File: src/rtl/lcd_hd44780_receiver_if.sv
// rtl/lcd_hd44780_receiver_if.sv - HD44780 4-bit LCD control-line bundle
//
// Purpose: groups the LCD bus lines seen by the receiver.
// Ports (signals):
//   iLCD_Enabled            E strobe
//   iLCD_RegisterSelect     0 = command, 1 = data
//   iLCD_StrataFlashControl 1 = LCD owns the shared bus
//   iLCD_ReadWrite          0 = write, 1 = read
//   iLCD_Data[3:0]          data nibble
// Modports: master drives the lines, slave (the receiver) samples them.
interface lcd_hd44780_receiver_if;
   logic       iLCD_Enabled;
   logic       iLCD_RegisterSelect;
   logic       iLCD_StrataFlashControl;
   logic       iLCD_ReadWrite;
   logic [3:0] iLCD_Data;

   modport master (
      output iLCD_Enabled,
      output iLCD_RegisterSelect,
      output iLCD_StrataFlashControl,
      output iLCD_ReadWrite,
      output iLCD_Data
   );

   modport slave (
      input iLCD_Enabled,
      input iLCD_RegisterSelect,
      input iLCD_StrataFlashControl,
      input iLCD_ReadWrite,
      input iLCD_Data
   );
endinterface

File: src/rtl/lcd_hd44780_receiver.sv
// rtl/lcd_hd44780_receiver.sv - bus-functional HD44780 4-bit receiver
//
// Purpose: acts as the display controller at the far end of the LCD lines.
// Synchronizes the bus, runs the 4-bit init handshake, reassembles nibbles
// into bytes, decodes commands, tracks the DDRAM cursor and flags timing
// violations.
// Ports:
//   Clock          system clock
//   Reset          asynchronous active-low reset
//   lcd            LCD control lines (slave modport)
//   oInitDone      high once the init sequence 3,3,3,2 has been seen
//   oCommandValid  one-cycle pulse, oCommand valid
//   oCommand       last command byte
//   oDataValid     one-cycle pulse, oData valid
//   oData          last data byte
//   oCursorAddr    current DDRAM address
//   oErrorFlags    sticky: [0] short E, [1] gap violation, [2] read attempt
module lcd_hd44780_receiver #(
   parameter int MIN_E_HIGH     = 12,
   parameter int MIN_NIBBLE_GAP = 50,
   parameter int MIN_BYTE_GAP   = 2000,
   parameter int MIN_CLEAR_GAP  = 82000
) (
   input  logic                         Clock,
   input  logic                         Reset,
   lcd_hd44780_receiver_if.slave        lcd,
   output logic                         oInitDone,
   output logic                         oCommandValid,
   output logic [7:0]                   oCommand,
   output logic                         oDataValid,
   output logic [7:0]                   oData,
   output logic [6:0]                   oCursorAddr,
   output logic [2:0]                   oErrorFlags
);

   localparam int CW = 17;
   localparam logic [CW-1:0] CNT_MAX  = '1;
   localparam logic [CW-1:0] EHIGH_W  = CW'(MIN_E_HIGH);
   localparam logic [CW-1:0] NIBGAP_W = CW'(MIN_NIBBLE_GAP);
   localparam logic [CW-1:0] BYTE_W   = CW'(MIN_BYTE_GAP);
   localparam logic [CW-1:0] CLEAR_W  = CW'(MIN_CLEAR_GAP);

   typedef enum logic [2:0] {
      ST_INIT0 = 3'd0,
      ST_INIT1 = 3'd1,
      ST_INIT2 = 3'd2,
      ST_INIT3 = 3'd3,
      ST_HI    = 3'd4,
      ST_LO    = 3'd5
   } state_t;

   // Bus bit order in the synchronizer: {E, RS, SF, RW, D[3:0]}
   logic [7:0]    bus_in;
   logic [7:0]    sync1_q, sync1_d;
   logic [7:0]    sync2_q, sync2_d;
   logic          e_dly_q, e_dly_d;
   logic [CW-1:0] e_cnt_q, e_cnt_d;
   logic [CW-1:0] gap_cnt_q, gap_cnt_d;
   logic [CW-1:0] gap_req_q, gap_req_d;
   state_t        state_q, state_d;
   logic [3:0]    hi_nib_q, hi_nib_d;
   logic [3:0]    lo_nib_q, lo_nib_d;
   logic          rs_q, rs_d;
   logic          emit_q, emit_d;
   logic          inc_q, inc_d;
   logic [6:0]    cursor_q, cursor_d;
   logic [7:0]    cmd_q, cmd_d;
   logic [7:0]    data_q, data_d;
   logic          cmd_valid_q, cmd_valid_d;
   logic          data_valid_q, data_valid_d;
   logic [2:0]    err_q, err_d;
   logic          init_done_q, init_done_d;

   logic          s_e, s_rs, s_sf, s_rw;
   logic [3:0]    s_dat;
   logic          fall, strobe, wr_strobe;
   logic [7:0]    byte_w;

   assign bus_in = {lcd.iLCD_Enabled, lcd.iLCD_RegisterSelect,
                    lcd.iLCD_StrataFlashControl, lcd.iLCD_ReadWrite,
                    lcd.iLCD_Data};

   assign s_e    = sync2_q[7];
   assign s_rs   = sync2_q[6];
   assign s_sf   = sync2_q[5];
   assign s_rw   = sync2_q[4];
   assign s_dat  = sync2_q[3:0];

   assign fall      = e_dly_q & ~s_e;
   assign strobe    = fall & s_sf;
   assign wr_strobe = strobe & ~s_rw;
   assign byte_w    = {hi_nib_q, lo_nib_q};

   always_comb begin
      sync1_d      = bus_in;
      sync2_d      = sync1_q;
      e_dly_d      = s_e;
      e_cnt_d      = '0;
      gap_cnt_d    = (gap_cnt_q == CNT_MAX) ? gap_cnt_q : gap_cnt_q + 1'b1;
      gap_req_d    = gap_req_q;
      state_d      = state_q;
      hi_nib_d     = hi_nib_q;
      lo_nib_d     = lo_nib_q;
      rs_d         = rs_q;
      emit_d       = 1'b0;
      inc_d        = inc_q;
      cursor_d     = cursor_q;
      cmd_d        = cmd_q;
      data_d       = data_q;
      cmd_valid_d  = 1'b0;
      data_valid_d = 1'b0;
      err_d        = err_q;
      init_done_d  = init_done_q;

      // E-high length; holds the completed high time in the fall cycle
      if (s_e) begin
         e_cnt_d = (e_cnt_q == CNT_MAX) ? e_cnt_q : e_cnt_q + 1'b1;
      end

      if (strobe && s_rw) begin
         err_d[2] = 1'b1;
      end

      if (wr_strobe) begin
         if (e_cnt_q < EHIGH_W) begin
            err_d[0] = 1'b1;
         end
         gap_cnt_d = '0;
         unique case (state_q)
            ST_INIT0: if (s_dat == 4'h3) state_d = ST_INIT1;
            ST_INIT1: if (s_dat == 4'h3) state_d = ST_INIT2;
            ST_INIT2: if (s_dat == 4'h3) state_d = ST_INIT3;
            ST_INIT3: begin
               if (s_dat == 4'h2) begin
                  state_d     = ST_HI;
                  init_done_d = 1'b1;
               end
            end
            ST_HI: begin
               if (gap_cnt_q < gap_req_q) begin
                  err_d[1] = 1'b1;
               end
               hi_nib_d = s_dat;
               rs_d     = s_rs;
               state_d  = ST_LO;
            end
            ST_LO: begin
               if (gap_cnt_q < NIBGAP_W) begin
                  err_d[1] = 1'b1;
               end
               lo_nib_d = s_dat;
               emit_d   = 1'b1;
               state_d  = ST_HI;
            end
            default: state_d = ST_INIT0;
         endcase
      end

      // Byte completion is handled one cycle after the LO capture so the
      // valid pulse, the byte and the cursor all change together.
      if (emit_q) begin
         gap_req_d = BYTE_W;
         if (rs_q) begin
            data_d       = byte_w;
            data_valid_d = 1'b1;
            cursor_d     = inc_q ? cursor_q + 7'd1 : cursor_q - 7'd1;
         end else begin
            cmd_d       = byte_w;
            cmd_valid_d = 1'b1;
            if (byte_w == 8'h01) begin
               cursor_d  = 7'd0;
               inc_d     = 1'b1;
               gap_req_d = CLEAR_W;
            end else if (byte_w == 8'h02 || byte_w == 8'h03) begin
               cursor_d  = 7'd0;
               gap_req_d = CLEAR_W;
            end else if (byte_w[7]) begin
               cursor_d = byte_w[6:0];
            end else if (byte_w[7:2] == 6'b000001) begin
               inc_d = byte_w[1];
            end
         end
      end
   end

   always_ff @(posedge Clock or negedge Reset) begin
      if (!Reset) begin
         sync1_q      <= '0;
         sync2_q      <= '0;
         e_dly_q      <= 1'b0;
         e_cnt_q      <= '0;
         gap_cnt_q    <= CNT_MAX;
         gap_req_q    <= BYTE_W;
         state_q      <= ST_INIT0;
         hi_nib_q     <= '0;
         lo_nib_q     <= '0;
         rs_q         <= 1'b0;
         emit_q       <= 1'b0;
         inc_q        <= 1'b1;
         cursor_q     <= '0;
         cmd_q        <= '0;
         data_q       <= '0;
         cmd_valid_q  <= 1'b0;
         data_valid_q <= 1'b0;
         err_q        <= '0;
         init_done_q  <= 1'b0;
      end else begin
         sync1_q      <= sync1_d;
         sync2_q      <= sync2_d;
         e_dly_q      <= e_dly_d;
         e_cnt_q      <= e_cnt_d;
         gap_cnt_q    <= gap_cnt_d;
         gap_req_q    <= gap_req_d;
         state_q      <= state_d;
         hi_nib_q     <= hi_nib_d;
         lo_nib_q     <= lo_nib_d;
         rs_q         <= rs_d;
         emit_q       <= emit_d;
         inc_q        <= inc_d;
         cursor_q     <= cursor_d;
         cmd_q        <= cmd_d;
         data_q       <= data_d;
         cmd_valid_q  <= cmd_valid_d;
         data_valid_q <= data_valid_d;
         err_q        <= err_d;
         init_done_q  <= init_done_d;
      end
   end

   assign oInitDone     = init_done_q;
   assign oCommandValid = cmd_valid_q;
   assign oCommand      = cmd_q;
   assign oDataValid    = data_valid_q;
   assign oData         = data_q;
   assign oCursorAddr   = cursor_q;
   assign oErrorFlags   = err_q;

endmodule

File: src/flat_wrapper.sv
// flat-port wrapper written by rule: the top's interface ports become plain ports
module lcd_hd44780_receiver_flat 
#(
   parameter int MIN_E_HIGH     = 12,
   parameter int MIN_NIBBLE_GAP = 50,
   parameter int MIN_BYTE_GAP   = 2000,
   parameter int MIN_CLEAR_GAP  = 82000
)
  (Clock, Reset, oInitDone, oCommandValid, oCommand, oDataValid, oData, oCursorAddr, oErrorFlags, lcd_iLCD_Enabled, lcd_iLCD_RegisterSelect, lcd_iLCD_StrataFlashControl, lcd_iLCD_ReadWrite, lcd_iLCD_Data);
  lcd_hd44780_receiver_if lcd_i ();
  input  logic Clock;
  input  logic Reset;
  output logic oInitDone;
  output logic oCommandValid;
  output logic [7:0] oCommand;
  output logic oDataValid;
  output logic [7:0] oData;
  output logic [6:0] oCursorAddr;
  output logic [2:0] oErrorFlags;
  input wire logic [$bits(lcd_i.iLCD_Enabled)-1:0] lcd_iLCD_Enabled;
  input wire logic [$bits(lcd_i.iLCD_RegisterSelect)-1:0] lcd_iLCD_RegisterSelect;
  input wire logic [$bits(lcd_i.iLCD_StrataFlashControl)-1:0] lcd_iLCD_StrataFlashControl;
  input wire logic [$bits(lcd_i.iLCD_ReadWrite)-1:0] lcd_iLCD_ReadWrite;
  input wire logic [$bits(lcd_i.iLCD_Data)-1:0] lcd_iLCD_Data;
  assign lcd_i.iLCD_Enabled = lcd_iLCD_Enabled;
  assign lcd_i.iLCD_RegisterSelect = lcd_iLCD_RegisterSelect;
  assign lcd_i.iLCD_StrataFlashControl = lcd_iLCD_StrataFlashControl;
  assign lcd_i.iLCD_ReadWrite = lcd_iLCD_ReadWrite;
  assign lcd_i.iLCD_Data = lcd_iLCD_Data;
  lcd_hd44780_receiver #(.MIN_E_HIGH(MIN_E_HIGH), .MIN_NIBBLE_GAP(MIN_NIBBLE_GAP), .MIN_BYTE_GAP(MIN_BYTE_GAP), .MIN_CLEAR_GAP(MIN_CLEAR_GAP)) u_core (.Clock(Clock), .Reset(Reset), .lcd(lcd_i), .oInitDone(oInitDone), .oCommandValid(oCommandValid), .oCommand(oCommand), .oDataValid(oDataValid), .oData(oData), .oCursorAddr(oCursorAddr), .oErrorFlags(oErrorFlags));
endmodule
File: config.mk
export PLATFORM = sky130hd
export DESIGN_NAME = lcd_hd44780_receiver_flat
export DESIGN_NICKNAME = d
export VERILOG_FILES = /design/src/rtl/lcd_hd44780_receiver_if.sv /design/src/rtl/lcd_hd44780_receiver.sv /design/src/flat_wrapper.sv
export SDC_FILE = /design/constraint.sdc
export NUM_CORES = 1
export LEC_CHECK = 0
export ABC_CLOCK_PERIOD_IN_PS = 3000
export CAP_MARGIN = 5
export CORE_MARGIN = 2
export CORE_UTILIZATION = 53
export DETAILED_ROUTE_END_ITERATION = 12
export DONT_BUFFER_PORTS = 1
export GPL_TIMING_DRIVEN = 0
export PLACE_DENSITY = 0.76
export SKIP_CTS_REPAIR_TIMING = 1
export SYNTH_ARGS = -nofsm -noshare
export SYNTH_HDL_FRONTEND = slang
export SYNTH_SLANG_ARGS = --single-unit
File: constraint.sdc
create_clock -name Clock -period 3 [get_ports Clock]
set_input_delay 0.45 -clock Clock [delete_from_list [all_inputs] [get_ports Clock]]
set_output_delay 0.45 -clock Clock [all_outputs]
set_load 0.02 [all_outputs]
==> results.md, run 1 <==
Synthesis:
- The synthesis warning total is 0.
- The share of synthesized area in the top cell type comes to 0.437.
- The number of instances in the synthesized netlist is 386.
- The cell area that synthesis handed to floorplanning was 4410 um^2.
- The most common cell in the netlist is sky130_fd_sc_hd__dfrtp_1.
- The sequential element share of the synthesized area is 0.550.
- Counting distinct cell types in the post-synthesis netlist gives 55.
- The cell type with the highest aggregate area in the netlist is sky130_fd_sc_hd__dfrtp_1.
- Counting instances in the post-synthesis netlist gives the leading cell types as sky130_fd_sc_hd__dfrtp_1 (77), sky130_fd_sc_hd__nor2_1 (46), sky130_fd_sc_hd__mux2_2 (26), sky130_fd_sc_hd__dfstp_2 (19), sky130_fd_sc_hd__nand2_1 (18).
- By area the synthesized netlist is led by sky130_fd_sc_hd__dfrtp_1 (44%), sky130_fd_sc_hd__dfstp_2 (11%), sky130_fd_sc_hd__mux2_2 (6.6%), sky130_fd_sc_hd__ha_1 (4.3%), sky130_fd_sc_hd__nor2_1 (3.9%).
- After synthesis, the mean cell area works out to 11.4 um^2.
- The primary flip-flop cell chosen by synthesis mapping is sky130_fd_sc_hd__dfrtp_1.
- The synthesized net count is 412.
- The async set-or-reset flop fraction in the synthesized netlist is 1.00.
- Yosys mapped a number of flops with a built-in enable equal to 0.
- The flip-flop and latch count after synthesis is 96.

Timing:
- Of the available clock period, the critical path in the final layout requires 0.902.
- The worst path meets setup with around 0.29 ns of slack.
- Setup repair after global routing left no endpoint under its margin.
- Timing would allow up to 0.369 GHz.
- At the pin with the least slew margin, the transition time is 0.500 ns.
- The minimum clock period after layout is 2.71 ns.
- Headroom to the max-slew limit came out at 0.667.
- On the final layout, the worst clock skew is 0.0118 ns.
- Adding up every negative setup slack in the final design gives 0 ns.
- Setup violations remaining at the end of the flow were counted as 0.
- The count of pins over their slew limit is 0.
- The total count of hold-check failures in the final report is 0.

Pwr:
- The power per cell area is 507 nW/um^2.
- The worst-case IR drop observed on VDD is around 0.45 mV.
- In this run the static leakage power is 2.11 nW.

Flow run:
- The tool flagged a number of max-cap violations equal to 0.

Cells and area:
- The number of nets in the final layout is 424.
- The area used by multi-input combinational logic is approximately 1900 um^2.
- From synthesis to final layout, the design area changed by 7.91%.
- Across the whole layout, storage elements account for 2430 um^2.
- Counting the fill cells in the layout gives approximately 660.
- The antenna diode count is 0.
- The share of cells above drive strength 1 is 0.164.

Routing:
- The detailed router finished its first iteration with 132 violations.
- The final routed wirelength across all metal layers is 8180 um.
- The number of antenna-violating nets in the routed design is 0.
- The number of iterations in the first detailed-routing pass is 4.
- The routed wire length per instance is 16.1 um.
- For this run, design rule violations remaining after detail routing come to 0.
- The via count is between 2000 and 3000.
- The via count normalized by instance count is 5.79.

Clocking:
- The clock input transition at the sequential cells of the worst setup and hold paths is roughly 0.090 ns.
- The root buffer cell chosen for the clock tree is sky130_fd_sc_hd__clkbuf_8.
- Clock tree synthesis found a total of 96 sinks.
- The clock passes through at most 2 buffers.
- The number of H-tree levels is 3.
- The clock latency on the worst-skew pair is 0.35 ns.
- Counting the buffers created by CTS gives 9.
- The TritonCTS clock tree is done.

Setup path:
- The highest net fanout along the worst path is 6.
- The category of the worst setup path capture point is a flop.
- The worst setup path is launched from a flop.
- The critical path is of the reg2reg type.
- Data arrives at the worst endpoint at 2.98 ns.
- The required time of the worst setup path is 3.27 ns.
- In this run the critical register-to-register path is launched from u_core.e_cnt_q[2].
- The depth of the most critical reg-to-reg path is 10.
- The setup slack of the most critical reg-to-reg path is about 0.3 ns.
- The terminus of the critical flop-to-flop path is u_core.e_cnt_q[10].

Die:
- In this run the standard cell core region covers 8130 um^2.
- The area of the die is 9070 um^2.
- Measured along the y axis, the die boundary spans 95.2 um.
- The number of top-level design ports is 39.
- The overall die width is about 95 um.
- The number of rows in the core area is 33.
- The initial utilization of the core area, before any placement, comes to 0.542.

Global routing:
- The global-route congestion overflow total is 0.
- The maximum number of pins on one net before global-route repair is 97.
- The aggregate global-route resource usage is 0.196.
- The initial antenna violation count is 0.
- The first global-routing pass estimated 13700 um of wire.
- The number of global-route vias before repair is 2903.

Status:
- The flow ran to the end, and the final reports show no timing, DRC or antenna violations.

Placed design:
- The total of buffers placed on input and output ports is 0.
- The estimated wirelength of the detail-placed design is between 5000 and 6000 um.
- The final weighted congestion of routability-driven global placement is between 0.8 and 0.9.
- The post-place setup slack is around 0.35 ns.

Hold path:
- The path class of the tightest hold or removal check is in2async.
## layer usage
| layer | GRT usage | wire length (um) |
|---|---|---|
| met5 | 0 | 0 |
| met4 | 0.0640 | 48 |
| met3 | 0.0387 | 306 |
| met2 | 0.320 | 4010 |
| met1 | 0.266 | 3820 |
## worst max-delay path, cell delays in order, from the launching register on
cell	delay (ns)
sky130_fd_sc_hd__dfrtp_1	0.45
sky130_fd_sc_hd__and4_1	0.28
sky130_fd_sc_hd__nand3_1	0.13
sky130_fd_sc_hd__nor3_1	0.09
sky130_fd_sc_hd__and4_1	0.21
sky130_fd_sc_hd__ha_1	0.18
sky130_fd_sc_hd__clkbuf_1	0.18
sky130_fd_sc_hd__nor2b_1	0.41
sky130_fd_sc_hd__nand2_1	0.18
sky130_fd_sc_hd__or3_1	0.34
sky130_fd_sc_hd__a21oi_1	0.17
## area by class of cell
type,instances,area share
Tap cell,105,0.0276
Clock buffer,11,0.0276
Sequential cell,96,0.510
Multi-Input combinational cell,264,0.395
Timing Repair Buffer,1,0.00578
Inverter,15,0.0118
Clock inverter,5,0.0124
Buffer,11,0.0105
## cell usage in the layout (no fill, tap or decap), types with 2 or more instances in the layout
master                        n
sky130_fd_sc_hd__dfrtp_1     77
sky130_fd_sc_hd__dfstp_2     19
sky130_fd_sc_hd__nor4b_1      2
sky130_fd_sc_hd__nor3b_1      4
sky130_fd_sc_hd__nor2_1      46
sky130_fd_sc_hd__clkbuf_1    11
sky130_fd_sc_hd__o21ai_0     12
sky130_fd_sc_hd__inv_1       14
sky130_fd_sc_hd__nor4_1       5
sky130_fd_sc_hd__a211oi_1     3
sky130_fd_sc_hd__and3_1       3
sky130_fd_sc_hd__clkbuf_8     9
sky130_fd_sc_hd__o211ai_1     3
sky130_fd_sc_hd__a41o_1       2
sky130_fd_sc_hd__nand4_1      8
sky130_fd_sc_hd__a211o_1      2
sky130_fd_sc_hd__clkinvlp_4   2
sky130_fd_sc_hd__mux2i_1      7
sky130_fd_sc_hd__a21o_1       2
sky130_fd_sc_hd__ha_1        15
sky130_fd_sc_hd__nand2_1     18
sky130_fd_sc_hd__or3_1        3
sky130_fd_sc_hd__nor2b_1      4
sky130_fd_sc_hd__a21oi_1     16
sky130_fd_sc_hd__xor2_1      15
sky130_fd_sc_hd__nor3_1       5
sky130_fd_sc_hd__nand2b_1     3
sky130_fd_sc_hd__xnor2_1     14
sky130_fd_sc_hd__mux2_2      26
sky130_fd_sc_hd__nand3_1     14
sky130_fd_sc_hd__or4_1        2
sky130_fd_sc_hd__and4_1       6
sky130_fd_sc_hd__a31oi_1      3
## how the worst max path moves through the flow
stage	from	to	slack, ns	cells after the start
6_report	u_core.e_cnt_q[2]	u_core.e_cnt_q[10]	0.29	10
5_1_grt	u_core.e_cnt_q[2]	u_core.e_cnt_q[13]	0.14	10
4_1_cts	u_core.e_cnt_q[2]	u_core.e_cnt_q[10]	0.31	10
3_5_place_dp	u_core.e_cnt_q[2]	u_core.e_cnt_q[10]	0.35	10
3_3_place_gp	u_core.e_cnt_q[2]	u_core.e_cnt_q[14]	0.42	10
2_1_floorplan	u_core.e_cnt_q[2]	u_core.e_cnt_q[14]	0.70	10
## metrics by stage
stage | area (um^2) | instances | power [mW] | utilization | hold WS (ns)
floorplan | 4410 | 386 | 1.55 | - | 0.154
global placement | 4540 | 491 | 1.58 | 0.558 | 0.158
detailed placement | 4540 | 491 | 1.59 | 0.558 | 0.157
CTS | 4730 | 507 | 2.41 | 0.582 | -0.240
global route | 4760 | 508 | 2.51 | 0.585 | 0.0214
finish | 4760 | 508 | 2.41 | 0.585 | 0.00439
## where the power goes
group | switching, mW | internal [mW]
clock | 0.431 | 0.388
sequential | 0.0661 | 1.38
combinational | 0.0901 | 0.0583
total | 0.587 | 1.83
## sequential cells by signal, summed over array words and instances, names as in the netlist
name,flops
u_core.hi_nib_q,4
u_core.oData,8
u_core.inc_q,1
u_core.gap_cnt_q,17
u_core.oCursorAddr,7
u_core.oDataValid,1
u_core.oInitDone,1
u_core.oCommand,8
u_core.e_dly_q,1
u_core.oCommandValid,1
u_core.lo_nib_q,4
u_core.state_q,3
u_core.emit_q,1
u_core.gap_req_q,2
u_core.oErrorFlags,3
u_core.sync1_q,8
u_core.sync2_q,8
u_core.e_cnt_q,17
u_core.rs_q,1
## cell families (layout without fill, tap and decap cells)
| kind of cell | Yosys count | in the layout | share of synthesized area |
|---|---|---|---|
| adder cells (fa/ha/maj) | 16 | 16 | 0.0471 |
| flip-flops | 96 | 96 | 0.550 |
| AO/OA/AOI/OAI | 56 | 56 | 0.0831 |
| XOR/XNOR | 29 | 29 | 0.0576 |
| multiplexers | 33 | 33 | 0.0823 |
| AND/OR/NAND/NOR | 130 | 130 | 0.156 |
| buffers and inverters | 26 | 43 | 0.0241 |
(Power assumes the default switching activity.)
==> run 2: changes to the inputs <==
--- a/config.mk
+++ b/config.mk
@@ -8,11 +8,11 @@
 export ABC_CLOCK_PERIOD_IN_PS = 3000
 export CAP_MARGIN = 5
 export CORE_MARGIN = 2
-export CORE_UTILIZATION = 53
+export CORE_UTILIZATION = 50
 export DETAILED_ROUTE_END_ITERATION = 12
 export DONT_BUFFER_PORTS = 1
 export GPL_TIMING_DRIVEN = 0
-export PLACE_DENSITY = 0.76
+export PLACE_DENSITY = 0.73
 export SKIP_CTS_REPAIR_TIMING = 1
 export SYNTH_ARGS = -nofsm -noshare
 export SYNTH_HDL_FRONTEND = slang
==> run 2 against run 1 <==
  * The run now ends with hold timing left
  * Clock power increased by 2%
  * Critical path depth did not move
  * Clock-buffer cell count down 2
  * Global-route usage shrank 1.6 points
  * Hold slack lost 0.029 ns
  * Cell count rose by 0.59%
  * Setup slack better by 0.079 ns
  * Critical endpoint is now u_core.e_cnt_q[14]
  * Largest power group unchanged
==> results.md, run 2 (synthesis results as in run 1) <==
Timing:
- The actual slew at the worst max-slew pin is 0.497 ns (-0.00270 ns).
- The final-report setup violation count is 0 (unchanged).
- The final setup skew is 0.0138 ns (+0.00200 ns).
- The share of the clock period used by the worst path is 0.876 (-0.0265).
- The smallest hold slack is -0.0242 ns (-0.0286 ns).
- The worst max-slew margin expressed relative to the limit is 0.669 (+0.00180).
- The final worst slack is 0.373 ns (+0.0794 ns).
- The count of pins over their slew limit is 0 (unchanged).
- The final sum of negative setup slack is 0 ns (unchanged).
- The minimum clock period after layout came to 2.63 ns (-0.0794 ns).
- Setup repair after global routing left no endpoint under its margin.
- The achievable frequency was 0.381 GHz (+3.0%).
- The total count of hold-check failures in the final report is 22 (+22).

Die:
- The number of rows in the core area is 34 (+3.0%).
- The overall die height is 97.9 um (+2.8%).
- The number of top-level design ports is 39 (unchanged).
- The starting density of the core is 0.511 (-0.0315).
- The core area came to 8640 um^2 (+6.2%).
- The area of the die is 9590 um^2 (+5.7%).
- The overall die width is 97.9 um (+2.8%).

Status:
- The final reports fail on hold timing.
- The flow ran to the end, but the final reports show violations.

Setup path:
- The most common cell type on the critical path is sky130_fd_sc_hd__and4_1.
- The startpoint of the worst register-to-register path is u_core.e_cnt_q[2].
- Tracing the worst setup path back leads to its startpoint at u_core.e_cnt_q[2].
- Broken down by cell family, the worst path's largest delay share belongs to simple AND/OR/NAND/NOR gates.
- The master of the slowest instance on the critical path is sky130_fd_sc_hd__dfrtp_1.
- The startpoint class of the critical path is a flop.
- The required time of the worst setup path is 3.25 ns (-0.02 ns).
- The number of buffer and inverter stages on the critical path is 1 (unchanged).
- The maximum cell stage delay along the critical path came to 0.46 ns (about the same).
- The start-to-end type of the worst setup path is reg2reg.
- The category of the worst setup path capture point is a flop.
- The highest net fanout along the worst path came to 6 (unchanged).
- The depth of the most critical reg-to-reg path is 10 (unchanged).
- The arrival time at the worst endpoint is 2.88 ns (-0.10 ns).
- The number of cells on the critical path is 10 (unchanged).
- The critical path goes through and4_1 -> nand3_1 -> nor3_1 -> and4_1 -> ha_1 -> clkbuf_1 -> nor2b_1 -> nor4b_1 -> xnor2_1 -> nor2_1.

Global routing:
- The wire length of the first global-routing pass was 14100 um (+2.5%).
- The number of global-route vias before repair is 2883 (-0.69%).
- The maximum number of pins on one net before global-route repair is 97 (unchanged).
- The global-route congestion overflow total is 0 (unchanged).
- The initial antenna violation count came to 0 (unchanged).
- The aggregate global-route resource usage came to 0.181 (-0.0158).

Clocking:
- The clock latency on the worst-skew pair is 0.37 ns (+0.02 ns).
- The TritonCTS clock tree is done.
- The clock tree root driver cell is sky130_fd_sc_hd__clkbuf_8.
- The total number of clock tree sinks came to 96 (unchanged).
- The clock input transition at the sequential cells of the worst setup and hold paths is 0.11 ns (+0.02 ns).
- The total clock buffers created by CTS was 9 (unchanged).
- The number of H-tree levels came to 3 (unchanged).
- The maximum count of clock buffers along a single path is 2 (unchanged).

Cells and area:
- The number of nets in the final layout is 424 (unchanged).
- The total of fill cells in the finished design is 729 (+11%).
- The area added between synthesis and finish is 8.14%.
- Leaving out fill and tap cells, the most frequent cell in the layout is sky130_fd_sc_hd__dfrtp_1.
- The top cell types in the final layout, fill and taps aside, are sky130_fd_sc_hd__dfrtp_1 (77), sky130_fd_sc_hd__nor2_1 (46), sky130_fd_sc_hd__mux2_2 (26).
- The share of cells above drive strength 1 was 0.169 (+0.00496).
- The area occupied by registers is 2430 um^2 (unchanged).
- The antenna diode count is 0 (unchanged).
- The area used by multi-input combinational logic is 1880 um^2 (unchanged).
- In the final layout, the registers with the most flip-flops are u_core.e_cnt_q: 17 flops, u_core.gap_cnt_q: 17 flops.

Routing:
- The number of antenna-violating nets in the routed design is 0 (unchanged).
- The routed wire length per instance is 15.7 um (-2.2%).
- The final routed wirelength across all metal layers is 8040 um (-1.6%).
- The via count normalized by instance count is 5.65 (-2.3%).
- The detailed-route DRC error count is 0 (unchanged).
- The number of design-rule violations left by the first detailed-router iteration is 106 (-20%).
- The number of iterations in the first detailed-routing pass is 5 (+1).
- The via count is 2889 (-1.8%).

Placed design:
- The final weighted congestion of routability-driven global placement was 0.823 (-4.3%).
- The total of buffers placed on input and output ports is 0 (unchanged).
- The estimated wirelength of the detail-placed design was 5690 um (+0.51%).
- The post-place setup slack came to 0.377 ns (+0.0246 ns).

Flow run:
- The max capacitance violation total was 0 (unchanged).

Pwr:
- The leakage power summed over all cells came to 2.12 nW (+0.32%).
- The total power draw is 2.43 mW (+0.62%).
- The power per cell area was 509 nW/um^2 (+0.41%).
- The maximum vdd drop is 0.336 mV (-26%).

Hold path:
- The path category of the worst min-delay check is in2async.
[run 2: worst reg2reg max path: stages (launching register included)]
cell and delay, ns:
sky130_fd_sc_hd__dfrtp_1 0.46, sky130_fd_sc_hd__and4_1 0.27, sky130_fd_sc_hd__nand3_1 0.14, sky130_fd_sc_hd__nor3_1 0.09
sky130_fd_sc_hd__and4_1 0.20, sky130_fd_sc_hd__ha_1 0.18, sky130_fd_sc_hd__clkbuf_1 0.17, sky130_fd_sc_hd__nor2b_1 0.40
sky130_fd_sc_hd__nor4b_1 0.37, sky130_fd_sc_hd__xnor2_1 0.17, sky130_fd_sc_hd__nor2_1 0.05
[run 2: path summary, 6_finish.rpt]
kind	endpoint	slack (ns)
setup / recovery	u_core.e_cnt_q[14]	0.37
hold / removal	u_core.oCommand[4]	-0.02
setup reg to reg	u_core.e_cnt_q[14]	0.37
hold reg to reg	u_core.sync2_q[2]	0.36
max in group asynchronous	u_core.gap_cnt_q[6]	2.63
min in group Clock	u_core.sync1_q[6]	0.09
[run 2: per-layer routing]
metal  wire (um)  track usage  vias up
met5           0            0        -
met4         127       0.0652        0
met3         234       0.0365       10
met2        3740        0.275       38
met1        3950        0.260     1441
li1            -            -     1400
[run 2: power breakdown]
part	leakage [nW]	switching, mW	internal [mW]
registers	1.21	0.0662	1.38
clock network	0.0966	0.509	0.326
logic	0.814	0.0891	0.0580
total	2.12	0.664	1.76
[run 2: cell type report]
| type | instances | share of cell area |
|---|---|---|
| plain buffers | 11 | 0.0105 |
| clock buffers | 9 | 0.0260 |
| clock inverters | 7 | 0.0152 |
| inverters | 15 | 0.0118 |
| multi-input cells | 264 | 0.394 |
| flip-flops and latches | 96 | 0.509 |
| well taps | 108 | 0.0283 |
| repair buffers | 1 | 0.00577 |
[run 2: stage by stage]
stage	std cells	instance area, um^2	util
2_1_floorplan	386	4410	-
3_3_place_gp	494	4550	0.526
3_5_place_dp	494	4550	0.526
4_1_cts	510	4740	0.549
5_1_grt	511	4770	0.552
6_report	511	4770	0.552
==> run 3: changes to the inputs <==
--- a/config.mk
+++ b/config.mk
@@ -5,14 +5,15 @@
 export SDC_FILE = /design/constraint.sdc
 export NUM_CORES = 1
 export LEC_CHECK = 0
-export ABC_CLOCK_PERIOD_IN_PS = 3000
+export ABC_AREA = 1
+export ABC_CLOCK_PERIOD_IN_PS = 2200
 export CAP_MARGIN = 5
 export CORE_MARGIN = 2
 export CORE_UTILIZATION = 50
 export DETAILED_ROUTE_END_ITERATION = 12
 export DONT_BUFFER_PORTS = 1
 export GPL_TIMING_DRIVEN = 0
-export PLACE_DENSITY = 0.73
+export PLACE_DENSITY = 0.68
 export SKIP_CTS_REPAIR_TIMING = 1
 export SYNTH_ARGS = -nofsm -noshare
 export SYNTH_HDL_FRONTEND = slang
==> constraint.sdc (replaced) <==
create_clock -name Clock -period 2.2 [get_ports Clock]
set_input_delay 0.33 -clock Clock [delete_from_list [all_inputs] [get_ports Clock]]
set_output_delay 0.33 -clock Clock [all_outputs]
set_load 0.02 [all_outputs]
==> run 3 against run 2 <==
  * The run ends with hold timing, setup timing left
  * Hold slack worse by 0.33 ns
  * Cell area rose by 16%
  * Core utilization rose by 4.4 points
  * Register-to-register slack worse by 0.38 ns
  * Clock-buffer cell count is the same
  * Sequential share of layout area decreased by 6.9 points
  * Sequential power increased by 38%
  * Combinational power is 130% higher
  * Synthesized cell count increased by 53%
  * Wire length rose by 28%
  * Die area increased by 8.3%
==> results.md, run 3 <==
Status:
- The run finished, with violations left.
- The checks that failed: hold timing, setup timing.

Timing:
- The count of pins over their slew limit is 0 (unchanged).
- The minimum clock period after layout was 2.21 ns (-0.421 ns).
- The total count of hold-check failures in the final report is 96 (+340%).
- The worst max-slew margin expressed relative to the limit is 0.688 (+0.0193).
- The achievable frequency came to 0.453 GHz (+19%).
- The smallest hold slack is -0.357 ns (-0.333 ns).
- The share of the clock period used by the worst path was 1.00 (+0.127).
- The actual slew at the worst max-slew pin is 0.468 ns (-0.0290 ns).
- The final-report setup violation count came to 2 (+2).
- The final worst slack is -0.00640 ns (-0.379 ns).
- The final setup skew was 0.0139 ns (+0.000151 ns).
- Setup repair after global routing could not meet its margin everywhere.

Synthesis:
- The biggest area contributor in the post-synthesis netlist is sky130_fd_sc_hd__dfrtp_1.
- The number of enable-type register cells in the synthesized netlist came to 0 (unchanged).
- The dominant combinational cell family by area after synthesis is simple AND/OR/NAND/NOR gates.
- The share of synthesized cell area in full adder, half adder and majority cells is 0.0433 (-0.00375).
- The primary flip-flop cell chosen by synthesis mapping is sky130_fd_sc_hd__dfrtp_1.
- The mean instance size in the synthesized netlist is 8.11 um^2 (-29%).
- Counting instances in the post-synthesis netlist gives the leading cell types as sky130_fd_sc_hd__nand2_1 (158), sky130_fd_sc_hd__dfrtp_1 (77), sky130_fd_sc_hd__nor2_1 (74), sky130_fd_sc_hd__inv_1 (71), sky130_fd_sc_hd__o21ai_0 (38).
- The async set-or-reset flop fraction in the synthesized netlist is 1.00 (unchanged).
- The sequential element share of the synthesized area is 0.506 (-0.0438).
- The synthesized net count is 617 (+50%).
- The flip-flop and latch count after synthesis is 96 (unchanged).
- The multiplexer share of the synthesized area was 0 (-0.0823).
- The synthesis warning total is 0 (unchanged).
- The number of instances in the synthesized netlist is 591 (+53%).
- The top cell type's share of synthesized area is 0.402 (-0.0348).
- The share of the synthesized area in compound gates (AO/OA/AOI/OAI) is 0.0828 (-0.000353).
- The post-synthesis xor/xnor area fraction came to 0.00366 (-0.0539).
- The cell area after technology mapping is 4790 um^2 (+8.7%).
- The simple logic cell fraction of the synthesized area came to 0.295 (+0.139).
- The most common cell in the netlist is sky130_fd_sc_hd__nand2_1.
- The post-synthesis cell type count came to 39 (-29%).
- After synthesis, the cell types taking the most area are sky130_fd_sc_hd__dfrtp_1 (40%), sky130_fd_sc_hd__nand2_1 (12%), sky130_fd_sc_hd__dfstp_2 (10%), sky130_fd_sc_hd__nor2_1 (5.8%), sky130_fd_sc_hd__inv_1 (5.6%).

Routing:
- The detailed-route DRC error count is 0 (unchanged).
- The via count normalized by instance count is 5.17 (-8.5%).
- The sum of routed wire segments on met1 is 4830 um (+22%).
- The number of antenna-violating nets in the routed design is 0 (unchanged).
- The number of design-rule violations left by the first detailed-router iteration is 158 (+49%).
- The via count is 3974 (+38%).
- The final routed wirelength across all metal layers came to 10300 um (+28%).
- The routed wire length per instance came to 13.4 um (-15%).
- The number of iterations in the first detailed-routing pass was 5 (unchanged).
- The met3 wirelength from detailed routing is 443 um (+89%).
- The uppermost layer routed is met4.
- The met2 routed wirelength was 4890 um (+31%).

Clocking:
- The number of H-tree levels came to 3 (unchanged).
- The total clock buffers created by CTS is 9 (unchanged).
- The clock input transition at the sequential cells of the worst setup and hold paths is 0.10 ns (about the same).
- TritonCTS built the clock tree.
- The clock latency on the worst-skew pair is 0.37 ns (about the same).
- The maximum count of clock buffers along a single path is 2 (unchanged).
- The total number of clock tree sinks is 96 (unchanged).
- The tree is rooted in a sky130_fd_sc_hd__clkbuf_8.

Die:
- The starting density of the core is 0.516 (+0.00545).
- The overall die height is 102 um (+4.1%).
- The number of top-level design ports was 39 (unchanged).
- The number of rows in the core area is 35 (+2.9%).
- The core area came to 9280 um^2 (+7.5%).
- The area of the die was 10400 um^2 (+8.3%).
- The overall die width is 102 um (+4.1%).

Global routing:
- The initial antenna violation count is 0 (unchanged).
- The wire length of the first global-routing pass is 16700 um (+19%).
- The number of global-route vias before repair is 3646 (+26%).
- The maximum number of pins on one net before global-route repair came to 97 (unchanged).
- The global-route congestion overflow total is 0 (unchanged).
- The aggregate global-route resource usage was 0.201 (+0.0205).

Pwr:
- The leakage power summed over all cells is 2.70 nW (+27%).
- The maximum vdd drop is 0.366 mV (+9.1%).
- The power per cell area came to 627 nW/um^2 (+23%).
- The total power draw is 3.47 mW (+43%).

Cells and area:
- The total of fill cells in the finished design is 822 (+13%).
- The largest registers in the layout are u_core.e_cnt_q: 17 flops, u_core.gap_cnt_q: 17 flops.
- The post-route core utilization is 0.596 (+0.0437).
- The antenna diode count is 0 (unchanged).
- The share of cells above drive strength 1 is 0.183 (+0.0144).
- The area added between synthesis and finish is 15.5%.
- In the layout the commonest cells are sky130_fd_sc_hd__nand2_1 (151), sky130_fd_sc_hd__dfrtp_1 (74), sky130_fd_sc_hd__nor2_1 (69), sky130_fd_sc_hd__inv_1 (69), sky130_fd_sc_hd__o21ai_0 (36).
- The commonest non-fill, non-tap cell in the layout is sky130_fd_sc_hd__nand2_1.
- The number of nets in the final layout came to 660 (+56%).
- The count of non-filler cells in the finished layout was 768 (+50%).

Flow run:
- The max capacitance violation total is 0 (unchanged).

Setup path:
- The start-to-end type of the worst setup path is reg2reg.
- The arrival time at the worst endpoint came to 2.50 ns (-0.38 ns).
- The required time of the worst setup path was 2.50 ns (-0.75 ns).
- The startpoint class of the critical path is a flop.
- The worst setup path is captured at a flop.
- The highest net fanout along the worst path came to 7 (+1).

Placed design:
- The total of buffers placed on input and output ports was 0 (unchanged).
- The estimated wirelength of the detail-placed design is 6860 um (+21%).
- The cell count after placement is 720 (+46%).
- The final weighted congestion of routability-driven global placement was 0.849 (+3.0%).

Hold path:
- The min-delay analysis places its worst path in the category in2async.
==> run 3: routing by layer <==
metal  vias up  track usage
met3        12       0.0342
met2        90        0.316
met1      1886        0.282
li1       1986            -
met4         0       0.0749
met5         -            0
==> run 3: final cells by class <==
cell class,count,area (um^2),area share
repair buffers,33,272,0.0491
plain buffers,6,32.5,0.00588
multi-input cells,411,2150,0.388
flip-flops and latches,96,2430,0.439
inverters,77,297,0.0536
well taps,129,161,0.0292
clock buffers,9,124,0.0224
clock inverters,7,71.3,0.0129
==> run 3: worst max-delay path: stages, from the launching register on <==
cell	delay, ns
sky130_fd_sc_hd__dfstp_2	0.58
sky130_fd_sc_hd__ha_4	0.15
sky130_fd_sc_hd__nand3_4	0.09
sky130_fd_sc_hd__nor3_2	0.17
sky130_fd_sc_hd__nand2_1	0.08
sky130_fd_sc_hd__nor4_2	0.24
sky130_fd_sc_hd__ha_2	0.28
sky130_fd_sc_hd__inv_2	0.09
sky130_fd_sc_hd__nand3_1	0.08
sky130_fd_sc_hd__nor2_1	0.07
sky130_fd_sc_hd__and3_1	0.20
sky130_fd_sc_hd__nor3_2	0.11
==> run 3: power breakdown <==
| part | switching, mW | internal [mW] |
|---|---|---|
| Clock | 0.689 | 0.449 |
| Sequential | 0.104 | 1.89 |
| Combinational | 0.192 | 0.140 |
| Total | 0.985 | 2.48 |
==> run 3: cell families after synthesis <==
logic type	Yosys count
AOI/OAI and AO/OA	76
xor gates and xnor gates	2
adders and majority gates	16
buffers and inverters	84
DFF	96
and+or+nand+nor	317
==> run 3: worst paths after layout <==
check / startpoint / end / slack [ns] / depth (start not counted)
max: u_core.gap_cnt_q[0] / u_core.gap_cnt_q[13] / -0.006 / 11
min: Reset / u_core.e_cnt_q[0] / -0.36 / 0
max reg2reg: u_core.gap_cnt_q[0] / u_core.gap_cnt_q[13] / -0.006 / 11
min reg2reg: u_core.sync1_q[7] / u_core.sync2_q[7] / 0.36 / 0
max in group asynchronous: Reset / u_core.inc_q / 2.32 / 0
min in group Clock: u_core.sync1_q[7] / u_core.sync2_q[7] / 0.36 / 0
==> run 3: through the flow <==
| step | area, um^2 | setup TNS [ns] | worst slack, ns |
|---|---|---|---|
| final | 5530 | -0.00855 | -0.00640 |
| after global placement | 4950 | -0.525 | -0.212 |
| after global routing | 5530 | -0.911 | -0.122 |
| after detailed placement | 4950 | -1.19 | -0.263 |
| after CTS | 5150 | -2.03 | -0.330 |
| after floorplan | 4790 | 0 | 0.109 |
